==> src/rtl/dmem_pkg.sv <==
`default_nettype none
// ============================================================================
// Module      : dmem_pkg
// Description : Shared types for the byte-serial data-memory sequencer:
//               access-mode encoding, FSM states and beat-count helper.
// Revision    : 1.0 - initial release
// ============================================================================
package dmem_pkg;

  typedef enum logic [2:0] {
    MODE_BYTE  = 3'b000,
    MODE_HALF  = 3'b001,
    MODE_WORD  = 3'b010,
    MODE_UBYTE = 3'b011,
    MODE_UHALF = 3'b100
  } mem_mode_e;

  typedef enum logic [1:0] {
    ST_IDLE  = 2'd0,
    ST_ISSUE = 2'd1,
    ST_DRAIN = 2'd2,
    ST_RESP  = 2'd3
  } state_e;

  // Number of byte beats for a mode; 0 flags an encoding with no meaning.
  function automatic logic [2:0] beats_of(input mem_mode_e m);
    case (m)
      MODE_BYTE, MODE_UBYTE: beats_of = 3'd1;
      MODE_HALF, MODE_UHALF: beats_of = 3'd2;
      MODE_WORD:             beats_of = 3'd4;
      default:               beats_of = 3'd0;
    endcase
  endfunction

endpackage
`default_nettype wire

==> src/rtl/dmem_load_extend.sv <==
`default_nettype none
// ============================================================================
// Module      : dmem_load_extend
// Description : Sign/zero extension of the assembled little-endian load data.
// Revision    : 1.0 - initial release
// ============================================================================
module dmem_load_extend
  import dmem_pkg::*;
(
  input  logic [31:0] asm_data,
  input  logic [2:0]  mode,
  output logic [31:0] rdata
);

  // Extend from the width implied by the access mode.
  always_comb begin
    rdata = asm_data;
    case (mode)
      MODE_BYTE:  rdata = {{24{asm_data[7]}}, asm_data[7:0]};
      MODE_UBYTE: rdata = {24'h0, asm_data[7:0]};
      MODE_HALF:  rdata = {{16{asm_data[15]}}, asm_data[15:0]};
      MODE_UHALF: rdata = {16'h0, asm_data[15:0]};
      default:    rdata = asm_data;
    endcase
  end

endmodule
`default_nettype wire

==> src/rtl/dmem_ctrl.sv <==
`default_nettype none
// ============================================================================
// Module      : dmem_ctrl
// Description : Load/store sequencer splitting word/halfword accesses into
//               little-endian byte beats on a single-port byte memory.
// Revision    : 1.0 - initial release
// ============================================================================
module dmem_ctrl
  import dmem_pkg::*;
#(
  parameter int MEM_BYTES = 100,
  parameter int ADDR_W    = 32
) (
  input  logic              clk,
  input  logic              rst_n,
  input  logic              req_valid,
  output logic              req_ready,
  input  logic              req_wr,
  input  logic [2:0]        req_mode,
  input  logic [31:0]       req_addr,
  input  logic [31:0]       req_wdata,
  output logic              rsp_valid,
  output logic [31:0]       rsp_rdata,
  output logic              rsp_err,
  output logic              mem_rd_en,
  output logic              mem_wr_en,
  output logic [ADDR_W-1:0] mem_addr,
  output logic [7:0]        mem_wdata,
  input  logic [7:0]        mem_rdata
);

  state_e      state;
  logic        wr;
  logic [2:0]  mode;
  logic [31:0] addr;
  logic [31:0] wdata;
  logic [2:0]  nbeats;
  logic [1:0]  beat;
  logic        err;
  logic        rd_pend;     // a read was issued last cycle; its byte arrives now
  logic [1:0]  cap_idx;     // byte lane for the arriving read byte
  logic [31:0] asm_q;
  logic [31:0] asm_nxt;
  logic [31:0] rdata_q;
  logic [31:0] ext_data;

  logic [2:0]  req_n;
  logic [32:0] req_last;
  logic        req_err;
  logic        last_beat;
  logic        issuing;

  // Range check in 33 bits so an address near 2^32 cannot wrap into range.
  always_comb begin
    req_n    = beats_of(mem_mode_e'(req_mode));
    req_last = {1'b0, req_addr} + 33'(req_n) - 33'd1;
    req_err  = (req_n == 3'd0) || (req_last >= 33'(MEM_BYTES));
  end

  // Merge the byte returning from memory into the assembly register.
  always_comb begin
    asm_nxt = asm_q;
    if (rd_pend) begin
      asm_nxt[{cap_idx, 3'b000} +: 8] = mem_rdata;
    end
  end

  dmem_load_extend u_ext (
    .asm_data (asm_nxt),
    .mode     (mode),
    .rdata    (ext_data)
  );

  assign last_beat = ({1'b0, beat} == (nbeats - 3'd1));
  assign issuing   = (state == ST_ISSUE);

  // Sequencer state, request latch and load-data capture.
  always_ff @(posedge clk or negedge rst_n) begin
    if (!rst_n) begin
      state   <= ST_IDLE;
      wr      <= 1'b0;
      mode    <= 3'd0;
      addr    <= 32'd0;
      wdata   <= 32'd0;
      nbeats  <= 3'd0;
      beat    <= 2'd0;
      err     <= 1'b0;
      rd_pend <= 1'b0;
      cap_idx <= 2'd0;
      asm_q   <= 32'd0;
      rdata_q <= 32'd0;
    end else begin
      rd_pend <= issuing && !wr;
      cap_idx <= beat;
      if (rd_pend) begin
        asm_q <= asm_nxt;
      end
      case (state)
        ST_IDLE: begin
          if (req_valid) begin
            wr     <= req_wr;
            mode   <= req_mode;
            addr   <= req_addr;
            wdata  <= req_wdata;
            nbeats <= req_n;
            beat   <= 2'd0;
            err    <= req_err;
            asm_q  <= 32'd0;
            if (req_err) begin
              state <= ST_RESP;
              if (!req_wr) begin
                rdata_q <= 32'd0;
              end
            end else begin
              state <= ST_ISSUE;
            end
          end
        end
        ST_ISSUE: begin
          if (last_beat) begin
            state <= wr ? ST_RESP : ST_DRAIN;
          end else begin
            beat <= beat + 2'd1;
          end
        end
        ST_DRAIN: begin
          rdata_q <= ext_data;
          state   <= ST_RESP;
        end
        default: begin
          state <= ST_IDLE;
        end
      endcase
    end
  end

  // Outputs decoded from registered state only.
  always_comb begin
    req_ready = (state == ST_IDLE);
    rsp_valid = (state == ST_RESP);
    rsp_err   = rsp_valid && err;
    rsp_rdata = rdata_q;
    mem_wr_en = issuing && wr;
    mem_rd_en = issuing && !wr;
    mem_addr  = issuing ? ADDR_W'(addr + 32'(beat)) : '0;
    mem_wdata = mem_wr_en ? wdata[{beat, 3'b000} +: 8] : 8'h00;
  end

endmodule
`default_nettype wire

==> config.mk <==
export PLATFORM = sky130hd
export DESIGN_NAME = dmem_ctrl
export DESIGN_NICKNAME = d
export VERILOG_FILES = /design/src/rtl/dmem_pkg.sv /design/src/rtl/dmem_load_extend.sv /design/src/rtl/dmem_ctrl.sv
export SDC_FILE = /design/constraint.sdc
export NUM_CORES = 1
export LEC_CHECK = 0
export BUFFER_PORTS_ARGS = -buffer_cell sky130_fd_sc_hd__buf_2
export CAP_MARGIN = 25
export CELL_PAD_IN_SITES_DETAIL_PLACEMENT = 1
export CELL_PAD_IN_SITES_GLOBAL_PLACEMENT = 1
export CORE_MARGIN = 1
export CORE_UTILIZATION = 44
export CTS_BUF_LIST = sky130_fd_sc_hd__clkbuf_8
export DETAILED_ROUTE_END_ITERATION = 7
export MAX_ROUTING_LAYER = met4
export PLACE_DENSITY = 0.83
export SLEW_MARGIN = 20
export SYNTH_ARGS = -nofsm -noshare
export SYNTH_HDL_FRONTEND = slang
export SYNTH_SLANG_ARGS = --single-unit
==> constraint.sdc <==
create_clock -name clk -period 3.45 [get_ports clk]
set_input_delay 0 -clock clk [delete_from_list [all_inputs] [get_ports clk]]
set_output_delay 0 -clock clk [all_outputs]
set_load 0.05 [all_outputs]
== Word-level counts from Yosys, hierarchy flattened ==
Cells that the tools add are included.
Widths: inputs -> output; s select.
Storage, ports and cells
  bits in latches: 0
  output and inout bits: 77
  bits in writable memories: 0
  memories: 0
  register bits after elaboration: 143
  input bits: 79
  ROM bits: 0
Operators by class
  divide/modulo/power cells: 0
  add/sub/neg operators: 6
  equal/unequal tests: 16
  magnitude comparators: 1
  bitwise logic cells: 0
  reduce and logical (&&, ||, !) cells: 17
  multiplexer cells: 21
  shift-type cells: 3
  $mul: 0
Operator list (number)
  $mux 32: 8
  $pmux 32 s4: 1
  $pmux 32 s2: 1
  $add 32x3->33: 1
  $ge 33x7->1 const B: 1
  $sub 33x1->33 const B: 1
  $add 32x2->32: 1
  $bwmux 32: 1
  $shift 8x7->32 const A: 1
  $shiftx 32x6->8: 1
  $shiftx 8x7->32: 1
  $mux 2: 5
  $eq 3x2->1 const B: 3
  $logic_not 3->1: 3
  $pmux 3 s3: 1
  $mux 8: 1
  $ne 2x2->1 const B: 4
  $neg 5->7: 1
  $eq 3x1->1 const B: 2
  $eq 3x3->1 const B: 2
  $pmux 2 s3: 1
  $eq 2x2->1 const B: 2
  $pmux 2 s2: 1
  $reduce_and 2->1: 2
  other kinds (14): 18

== Logic depth before layout (Yosys ltp) ==
Gate-level depths: netlist of the first run.
  depth after elaboration: 10
  gate-level depth with buffers: 18

== Modules after synthesis ==
A second synthesis of the first run with hierarchy kept.
Second synthesis, totals
  cell total of the unflattened synthesis: 1165
  area, all modules: 10110.9 um^2
Modules (own cells, without submodules)
  dmem_ctrl: instances 1, area an instance 9683.0 um^2, cells an instance 1091, sequential area each 3578.4 um^2
  dmem_load_extend: instances 1, area an instance 427.9 um^2, cells an instance 74, sequential area each 0.0 um^2

== Least setup slack after synthesis of the first run ==
Ideal clock, no wire load.
  kind: input to register
  start point: in req_mode[2]
  end point: reg rdata_q[18], in the netlist rsp_rdata[18]
  cell stages on the path: 16
  arrival time: 4.357 ns
  path slack: -1.035 ns
  required time: 3.322 ns
  path through: or3b_2 -> ha_1 -> inv_1 -> fa_1 -> a211oi_4 -> nor3_4 -> o211ai_4 -> nand3_4 -> mux2_4 -> or4_1 -> or4_1 -> nor4b_1 -> nand2b_1 -> buf_2 -> buf_4 -> mux2_1
On the way
  longest elaborated chain between the ends: 9
  elaborated cells between the ends (all ways): 15
  those cells by class: 2 x add/sub; 1 x order compare; 5 x eq/ne; 1 x mux; 6 x reduce/logical
Ends and longest elaborated chain
  from (decl): line dmem_ctrl.sv:19  | input logic [2:0] req_mode,
  $eq 3x1->1, or another cell as far along: line dmem_pkg.sv:27  | case (m)
  $reduce_or 2->1: line dmem_pkg.sv:27
  $pmux 3 s3 *: line dmem_pkg.sv:27
  $add 32x3->33: line dmem_ctrl.sv:56  | req_last = {1'b0, req_addr} + 33'(req_n) - 33'd1;
  $sub 33x1->33: line dmem_ctrl.sv:56
  $ge 33x7->1: line dmem_ctrl.sv:57  | req_err = (req_n == 3'd0) || (req_last >= 33'(MEM_BYTES));
  $logic_or 1x1->1 *: line dmem_ctrl.sv:57
  $ne 2x1->1 (no line) *
  $reduce_and 4->1 (no line) *
  to (signal assigned): line dmem_ctrl.sv:127  | rdata_q <= ext_data;
  to (decl): line dmem_ctrl.sv:44  | logic [31:0] rdata_q;
Every way passes the cells marked *; elsewhere a longest branch is shown, timed or not.
A chain may end at the register's enable or synchronous reset.

== Worst setup path in the final report of the first run ==
  start point: in req_mode[2]
  end point: reg rdata_q[2], in the netlist rsp_rdata[2]
Same word-level chain as after synthesis.

==> results of run 1 <==
-- logic make-up after synthesis --
group           share of synthesized area
flops                               0.387
simple gates                        0.228
compound gates                      0.185
xor+xnor                           0.0351
mux                                0.0505
buf+inv                            0.0471
fa+ha+maj                          0.0666
-- cells in the mapped netlist, types with 5 or more instances --
cell	instances
mux2_1	16
buf_2	6
nor3_1	13
xor2_1	21
and3_1	12
mux4_2	8
o211ai_1	7
dfrtp_1	143
nand2_1	189
nor2_1	143
mux2i_1	8
nor4_1	5
nand3_1	21
xnor2_1	16
buf_1	6
a22oi_1	33
a221o_1	17
a21o_1	15
o21a_1	6
nand2b_1	5
clkbuf_1	37
o21ai_1	6
a211oi_1	8
or3_1	11
nor2b_1	5
ha_1	46
inv_1	54
a21oi_1	56
o21ai_0	65
nand4_1	14
and2_1	16
-- worst min-delay path: stages --
cell      delay [ns]
buf_6           0.10
xnor2_1         0.06
nand2b_1        0.10
buf_4           0.12
o21ai_0         0.08
-- final timing paths --
check	startpoint	endpoint	slack, ns	depth (start not counted)
worst max register to register	cap_idx[0]	rsp_rdata[9]	-0.16	10
worst min register to register	wdata[20]	wdata[20]	0.48	2
worst min-delay path	req_mode[0]	nbeats[0]	-0.007	5
min in group asynchronous	rst_n	asm_q[0]	0.16	2
worst max-delay path	req_mode[2]	rsp_rdata[2]	-0.90	19
max in group asynchronous	rst_n	addr[28]	2.44	3
-- registers in the layout, indices dropped and copies added (netlist names), 2 cells and up --
signal,flops
addr,32
asm_q,32
rsp_rdata,32
wdata,32
mode,3
nbeats,3
beat,2
cap_idx,2
state,2
-- per-layer routing --
layer	global-route usage	wire [um]	vias to the layer above
met5	-	0	-
met3	0.0870	3810	323
met2	0.688	21500	800
met1	0.459	16300	5372
met4	0.279	3400	0
li1	-	-	4508
-- area by class of cell --
cell class,count,area share
clock buffer,17,0.0183
inverter,55,0.0162
clock inverter,15,0.0114
sequential,143,0.280
multi-input combinational,839,0.428
antenna,1,0.000196
tap,270,0.0264
timing repair buffer,373,0.220
-- metrics by stage --
stage	std cells	setup TNS (ns)	hold slack [ns]	total power, mW
after floorplan	1090	-21.42	-0.296	5.82
after detailed placement	1588	-37.44	0.167	7.14
after global placement	1588	-30.95	0.156	6.90
after CTS	1707	-16.59	0.00402	8.86
after global routing	1713	-30.69	0.0457	9.82
final	1713	-29.13	-0.00701	9.49
-- power by group through the flow --
stage	combinational [mW]	sequential [mW]	clock (mW)
after floorplan	2.58	3.23	0
after global routing	5.39	2.97	1.46
after global placement	4.12	2.78	0
after CTS	4.71	2.80	1.35
after detailed placement	4.31	2.83	0
final	5.15	2.92	1.42
-- timing repair --
action	in CTS	in global routing
cloned	4	0
hold buffers	79	0
hold endpoints to repair	192	0
setup endpoints to repair	39	40
resized for setup	33	20
pin swaps	13	10
setup buffers	4	5
==> flow_summary_export.csv, run 1 <==
group,metric,value,unit
power,ir_worst_vdd,0.354,mV
cells_and_area,final_cell_mix,"nand2_1 (185), buf_2 (149), dfrtp_1 (142)",
cells_and_area,drive_above_1_share,0.276,
clocking,clkTransAtPathRegs,0.11,ns
die,initial_core_util,0.452,
global_routing,antenna_found_initial,1,
global_routing,grt_pass1_vias,11600,
sta,worst-slew-pin-transition,0.957,ns
setup_path,cp_slowest_cell,"or4_4",
die,core.rowCount,52,
setup_path,crit_family,"simple AND/OR/NAND/NOR gates",
power,power.leakage,6.30,nW
yosys,yosys_warnings,0,
clocking,cts_tree,"done",
clocking,cts_buffers,17,
setup_path,start_kind,"primary input",
cells_and_area,multi_input_area,5460,sq um
sta,max_freq,0.230,GHz
place,detailed_place_hpwl,23000,um
global_routing,grt_max_degree,101,
cells_and_area,mostFrequentLayoutCell,"nand2_1",
yosys,yosys_register_bits,143,
job,maxCapViolCount,0,
power,power.switching,4.94,mW
cells_and_area,final_cell_area,12800,sq um
sta,drv_slew,0,
yosys,yosysSeqAreaShare,0.387,
cells_and_area,layout.nets,1556,
setup_path,cpMostUsedCell,"buf_4",
yosys,syn_nets,1217,
sta,worst_slack,-0.896,ns
yosys,ys_types,78,
run_status,violations,"hold timing, setup timing",
clocking,cts.sink_count,143,
sta,setup_viol,34,
setup_path,worstPathMaxFanout,8,
yosys,yosys-top-cells-area,"dfrtp_1 (39%), nand2_1 (7.7%), ha_1 (6.2%), nor2_1 (5.8%), o21ai_0 (3.5%)",
clocking,clk_path_buf_depth,2,
setup_path,worst-path-buf-inv,5,
sta,rsz0062_at_grt,"yes",
clocking,root_buffer,"clkbuf_8",
cells_and_area,nFillCells,2402,
yosys,syn-cell-area,9240,sq um
place,placed_area,11200,sq um
die,die_y,147,um
sta,finClkSkew,0.0240,ns
power,pwr-share-comb,0.543,
sta,hold_viol_final,1,
power,p_per_area,743,nW/um^2
setup_path,critPathMaxStageDelay,0.56,ns
clocking,clk_latency,0.51,ns
sta,hold_ws,-0.00701,ns
die,dieArea,21600,sq um
cells_and_area,register_area,3580,sq um
setup_path,crit_required,3.82,ns
place,place.gp.congestion,0.881,
sta,finalCritPeriodShare,1.26,
setup_path,path_cells,"buf_8, xor2_2, nand2b_1, ha_1, inv_2, ha_4, fa_2, buf_4, buf_4, or2_2, o21ai_0, a22oi_1, o22ai_1, o21ai_1, or4_1, or4_4, or3_4, buf_16, a221o_1",
power,pwr-share-seq,0.308,
die,die_w,147,um
route,route.detailed.drc,0,
setup_path,crit_path_end_kind,"flop",
sta,slew_headroom,0.360,
yosys,synth_largest_area_cell,"dfrtp_1",
yosys,synth_edf_count,0,
global_routing,globalRouteTotalUtil,0.419,
die,coreArea,20400,sq um
power,intPower,4.56,mW
route,drt_iter0_drc,1026,
route,ant_nets,0,
yosys,syn_area_per_cell,8.47,sq um
global_routing,grt_remaining_overflow,0,
route,finalWirelength,45000,um
run_status,status,"finished with violations",
power,switching_share,0.520,
global_routing,grt_pass1_wl,67000,um
setup_path,crit_type,"primary input to flop",
cells_and_area,syn_to_final_growth,38.3,%
worst_hold_path,min_path_type,"primary input to flop",
place,port_buffers,155,
yosys,yosysTopAreaCellShare,0.387,
yosys,synth-main-ff-cell,"dfrtp_1",
yosys,synth-async-reset-ratio,1.00,
power,clkPwrFrac,0.149,
clocking,htree_num_levels,4,
route,drt-pass1-iter-count,6,
route,wl_per_cell,26.3,um
setup_path,critPathArrivalTime,4.72,ns
place,place_ws,-1.15,ns
route,via_count,11000,
sta,min_period,4.35,ns
die,io_pins,156,
route,vias_per_cell,6.42,
cells_and_area,final_util,0.625,
yosys,synthCells,1090,
Note: power is estimated with default switching activity, not from simulation.
==> inputs of run 2 (changes only) <==
--- a/config.mk
+++ b/config.mk
@@ -15,6 +15,7 @@
 export DETAILED_ROUTE_END_ITERATION = 7
 export MAX_ROUTING_LAYER = met4
 export PLACE_DENSITY = 0.83
+export SETUP_SLACK_MARGIN = 0.4
 export SLEW_MARGIN = 20
 export SYNTH_ARGS = -nofsm -noshare
 export SYNTH_HDL_FRONTEND = slang
==> run 2 against run 1 <==
- the flow finishes with violations (setup timing)
- maximum frequency decreased by 3.6%
- core utilization grew 1.1 points
- design area grew 1.7%
- largest cell class unchanged
==> flow_summary_export.csv, run 2 (synthesis results as in run 1) <==
group,metric,value,unit
run_status,status,"finished with violations",
run_status,violations,"setup timing",
cells_and_area,final_util,0.636,
setup_path,worstPathMaxFanout,8,
die,coreArea,20400,sq um
place,detailed_place_hpwl,23000,um
setup_path,crit_path_end_kind,"flop",
route,wl_per_cell,29.5,um
power,power.total,9.86,mW
route,finalWirelength,50900,um
sta,finClkSkew,0.0182,ns
power,ir_worst_vdd,0.375,mV
route,drt-pass1-iter-count,8,
clocking,cts_buffers,17,
power,p_per_area,759,nW/um^2
clocking,clkTransAtPathRegs,0.10,ns
global_routing,globalRouteTotalUtil,0.423,
sta,worst-slew-pin-transition,1.26,ns
global_routing,antenna_found_initial,4,
clocking,root_buffer,"clkbuf_8",
die,dieArea,21600,sq um
global_routing,top_usage_layer,"met2",
cells_and_area,syn_to_final_growth,40.7,%
die,die_w,147,um
global_routing,grt_remaining_overflow,0,
route,drt_iter0_drc,1299,
sta,drv_slew,0,
sta,slew_headroom,0.158,
die,core.rowCount,52,
sta,max_freq,0.222,GHz
job,maxCapViolCount,0,
global_routing,met2_usage,0.696,
global_routing,grt_pass1_wl,67900,um
cells_and_area,drive_above_1_share,0.293,
route,route.detailed.drc,0,
clocking,htree_num_levels,4,
cells_and_area,final_cell_mix,"nand2_1 (186), buf_2 (145), dfrtp_1 (141)",
die,io_pins,156,
route,vias_per_cell,6.77,
global_routing,grt_pass1_vias,11700,
global_routing,grt_max_degree,101,
clocking,clk_latency,0.53,ns
cells_and_area,layout.nets,1565,
sta,finalCritPeriodShare,1.31,
sta,hold_viol_final,0,
global_routing,met1_usage,0.464,
global_routing,grtUsageMet3,0.0789,
sta,rsz0062_at_grt,"yes",
sta,min_period,4.51,ns
place,place.gp.congestion,0.881,
route,via_count,11700,
place,port_buffers,155,
setup_path,crit_required,3.86,ns
sta,worst_slack,-1.06,ns
sta,setup_tns,-32.57,ns
clocking,cts.sink_count,143,
power,power.leakage,6.37,nW
clocking,cts_tree,"done",
die,die_y,147,um
setup_path,crit_type,"primary input to flop",
cells_and_area,mostFrequentLayoutCell,"nand2_1",
place,placedCellCount,1588,
route,ant_nets,0,
setup_path,critPathArrivalTime,4.92,ns
sta,setup_viol,34,
die,initial_core_util,0.452,
setup_path,start_kind,"primary input",
cells_and_area,instances_no_fill,1725,
worst_hold_path,min_path_type,"primary input to flop",
clocking,clk_path_buf_depth,2,
[run 2: cell types whose count changed in the layout (fill, tap and decap cells not counted), sizes merged]
cell	delta
clkinv	-1
clkbuf	-2
diode	+3
clkinvlp	+1
buf	+11
[run 2: through the flow]
| step | instance area (sq um) | setup slack (ns) | hold slack (ns) |
|---|---|---|---|
| after floorplan | 9330 | -0.691 | -0.296 |
| after global placement | 11200 | -0.936 | 0.156 |
| after detailed placement | 11200 | -1.15 | 0.167 |
| after CTS | 12800 | -0.586 | 0.00402 |
| after global routing | 13000 | -1.17 | 0.0508 |
| final | 13000 | -1.06 | 0.0327 |
[run 2: worst paths after layout]
kind | startpoint | end | slack [ns] | cells past startpoint
worst max-delay path | req_mode[2] | rsp_rdata[19] | -1.06 | 21
worst min-delay path | req_mode[0] | nbeats[0] | 0.03 | 5
worst max register to register | cap_idx[0] | rsp_rdata[13] | -0.49 | 10
worst min register to register | wdata[20] | wdata[20] | 0.49 | 2
max in group asynchronous | rst_n | beat[1] | 2.41 | 3
min in group asynchronous | rst_n | asm_q[11] | 0.17 | 2
[run 2: routing by layer]
layer	up-vias	share of wire
met1	5620	0.34
met2	1074	0.46
li1	4534	-
met3	445	0.11
met5	-	0
met4	0	0.099
[run 2: what timing repair did]
action                     4_1_cts  5_1_grt
setup endpoints to repair       48       45
hold buffers                    79        0
cloned                           4        0
pin swaps                       17       17
hold endpoints to repair       192        0
buffers inserted                 9        9
gates resized for setup         53       35
[run 2: cell type report]
| cell class | count | area [sq um] |
|---|---|---|
| Fill cell | 2416 | 7440 |
| Multi-Input combinational cell | 839 | 5560 |
| Sequential cell | 143 | 3580 |
| Timing Repair Buffer | 382 | 2910 |
| Tap cell | 270 | 338 |
| Clock buffer | 17 | 234 |
| Inverter | 55 | 210 |
| Clock inverter | 15 | 145 |
| Antenna cell | 4 | 10.0 |
[run 2: worst max-delay path: stages]
cell	delay [ns]
buf_8	0.10
xor2_1	0.18
nand2b_1	0.12
ha_1	0.31
inv_2	0.06
ha_4	0.18
fa_2	0.41
a211oi_4	0.30
buf_6	0.18
buf_4	0.13
a211o_1	0.10
o31ai_1	0.10
o22ai_2	0.36
o21ai_1	0.20
or4_4	0.51
or4_4	0.56
nor4b_4	0.28
nand2b_4	0.25
buf_12	0.13
buf_16	0.13
mux2_4	0.30
[run 2: where the power goes]
part / switching (mW) / leakage, nW / internal [mW]
clock: 0.916 / 0.190 / 0.534
combinational: 3.60 / 4.31 / 1.80
sequential: 0.701 / 1.87 / 2.30
==> inputs of run 3 (changes only) <==
--- a/config.mk
+++ b/config.mk
@@ -7,7 +7,7 @@
 export LEC_CHECK = 0
 export BUFFER_PORTS_ARGS = -buffer_cell sky130_fd_sc_hd__buf_2
 export CAP_MARGIN = 25
-export CELL_PAD_IN_SITES_DETAIL_PLACEMENT = 1
+export CELL_PAD_IN_SITES_DETAIL_PLACEMENT = 0
 export CELL_PAD_IN_SITES_GLOBAL_PLACEMENT = 1
 export CORE_MARGIN = 1
 export CORE_UTILIZATION = 44
==> run 3 against run 2 <==
- the flow still finishes with violations (setup timing)
- critical path depth is 4 lower
- design area is 0.65% lower
- global-route usage is 16 points lower
- core utilization is 0.41 points lower
- combinational power is 14% lower
- final cell count is 0.17% lower
- non-clock buffer count stayed put
- via count is 21% lower
- sequential share of layout area is 0.18 points higher
- register-to-register slack better by 0.87 ns
- critical endpoint is now rsp_rdata[20]
- largest cell class unchanged
==> flow_summary_export.csv, run 3 (synthesis results as in run 1) <==
group,metric,value,unit
power,p_per_area,684,nW/um^2
place,place.gp.congestion,0.881,
place,detailed_place_hpwl,19200,um
route,finalWirelength,27800,um
sta,drv_slew,0,
sta,max_freq,0.246,GHz
cells_and_area,mostFrequentLayoutCell,"nand2_1",
sta,finClkSkew,0.0197,ns
global_routing,globalRouteTotalUtil,0.266,
route,wl_per_cell,16.1,um
die,die_y,147,um
clocking,htree_num_levels,4,
setup_path,worst-path-buf-inv,4,
sta,setup_viol,34,
sta,finalCritPeriodShare,1.18,
sta,slew_headroom,0.368,
global_routing,grt_pass1_vias,8900,
sta,worst_slack,-0.619,ns
cells_and_area,instances_no_fill,1722,
place,place_ws,-1.03,ns
setup_path,critPathMaxStageDelay,0.58,ns
place,port_buffers,155,
clocking,clk_latency,0.47,ns
setup_path,worstPathMaxFanout,5,
setup_path,crit_family,"simple AND/OR/NAND/NOR gates",
power,clkPwrFrac,0.159,
cells_and_area,final_cell_area,12900,sq um
route,via_count,9246,
sta,worst-slew-pin-transition,0.947,ns
power,ir_worst_vdd,0.372,mV
die,die_w,147,um
power,power.switching,4.20,mW
route,vias_per_cell,5.37,
power,pwr-share-seq,0.316,
setup_path,crit_path_end_kind,"flop",
cells_and_area,drive_above_1_share,0.283,
die,dieArea,21600,sq um
die,initial_core_util,0.452,
clocking,cts.sink_count,143,
sta,min_period,4.07,ns
cells_and_area,syn_to_final_growth,39.8,%
setup_path,path_cells,"buf_2, or3b_4, ha_4, inv_2, fa_2, a211oi_4, nor3_4, o211ai_4, nand3_4, mux2_4, or4_4, or4_4, nor4b_4, nand2b_4, buf_12, buf_16, mux2_4",
setup_path,crit_required,3.81,ns
setup_path,start_kind,"primary input",
cells_and_area,final_util,0.632,
clocking,clk_path_buf_depth,2,
setup_path,crit_type,"primary input to flop",
route,route.detailed.drc,0,
clocking,root_buffer,"clkbuf_8",
global_routing,antenna_found_initial,1,
global_routing,grt_remaining_overflow,0,
power,pwr-share-comb,0.525,
setup_path,regToRegStartpoint,"cap_idx[0]",
job,maxCapViolCount,0,
place,placed_area,11200,sq um
power,intPower,4.62,mW
cells_and_area,layout.nets,1565,
route,ant_nets,0,
sta,setup_tns,-18.65,ns
sta,hold_ws,0.191,ns
route,drt-pass1-iter-count,5,
place,placedCellCount,1588,
setup_path,ff2ff_setup_slack,0.38,ns
sta,hold_viol_final,0,
cells_and_area,nFillCells,1757,
die,coreArea,20400,sq um
setup_path,startpoint,"req_mode[1]",
route,drt_iter0_drc,557,
sta,rsz0062_at_grt,"yes",
global_routing,grt_pass1_wl,44600,um
clocking,cts_tree,"done",
setup_path,cp_slowest_cell,"or4_4",
cells_and_area,final_cell_mix,"nand2_1 (187), buf_2 (147), dfrtp_1 (141)",
power,switching_share,0.476,
run_status,status,"finished with violations",
power,power.total,8.82,mW
clocking,cts_buffers,17,
setup_path,critPathArrivalTime,4.43,ns
power,power.leakage,6.37,nW
die,io_pins,156,
clocking,clkTransAtPathRegs,0.11,ns
run_status,violations,"setup timing",
die,core.rowCount,52,
worst_hold_path,min_path_type,"primary input to asynchronous set/reset pin",
global_routing,grt_max_degree,101,
## run 3: changes by cell type in the layout (fill, tap and decap cells not counted), sizes merged
| cell | delta |
|---|---|
| dlygate4sd3 | +2 |
| clkinv | +4 |
| clkinvlp | -3 |
| buf | -5 |
| inv | -1 |
| clkbuf | +3 |
| diode | -3 |
## run 3: final cells by class
type	instances	area (sq um)	share of cell area
repair buffers	382	2880	0.223
inverters	55	206	0.0160
well taps	270	338	0.0262
flip-flops and latches	143	3580	0.277
diodes	1	2.50	0.000194
clock inverters	15	186	0.0144
multi-input cells	839	5480	0.425
clock buffers	17	234	0.0181
## run 3: worst paths after layout
| path | cells past startpoint | end |
|---|---|---|
| worst min-delay path | 2 | addr[14] |
| worst max register to register | 11 | rsp_rdata[24] |
| min in group clk | 4 | wdata[21] |
| worst min register to register | 1 | rd_pend |
| worst max-delay path | 17 | rsp_rdata[20] |
| max in group asynchronous | 3 | wdata[6] |
## run 3: worst reg2reg max path: stages, from the launching register on
cell	delay, ns
dfrtp_1	0.46
inv_1	0.16
ha_1	0.22
nand2_1	0.26
nor4b_1	0.13
buf_4	0.18
a22oi_1	0.51
nor2_1	0.13
o311ai_1	0.29
buf_4	0.27
a21oi_1	0.08
mux2_4	0.29
## run 3: timing repair
action	in CTS	in global routing
buffers inserted	10	6
cloned	2	1
gates resized for setup	36	24
endpoints found under the hold margin	200	0
setup endpoints to repair	44	42
hold buffers	81	0
pin swaps	8	31
## run 3: metal layers
| layer | global-route usage | wire length [um] | vias to the layer above |
|---|---|---|---|
| li1 | - | - | 4538 |
| met1 | 0.358 | 13000 | 4462 |
| met2 | 0.419 | 13200 | 214 |
| met3 | 0.0342 | 1120 | 32 |
| met4 | 0.0813 | 481 | 0 |
| met5 | - | 0 | - |
## run 3: power by group through the flow
stage | sequential [mW] | clock, mW | combinational (mW)
finish | 2.79 | 1.40 | 4.63
global route | 2.88 | 1.49 | 5.01
CTS | 2.77 | 1.43 | 4.55
detailed placement | 2.80 | 0 | 4.19
global placement | 2.78 | 0 | 4.12
floorplan | 3.23 | 0 | 2.58
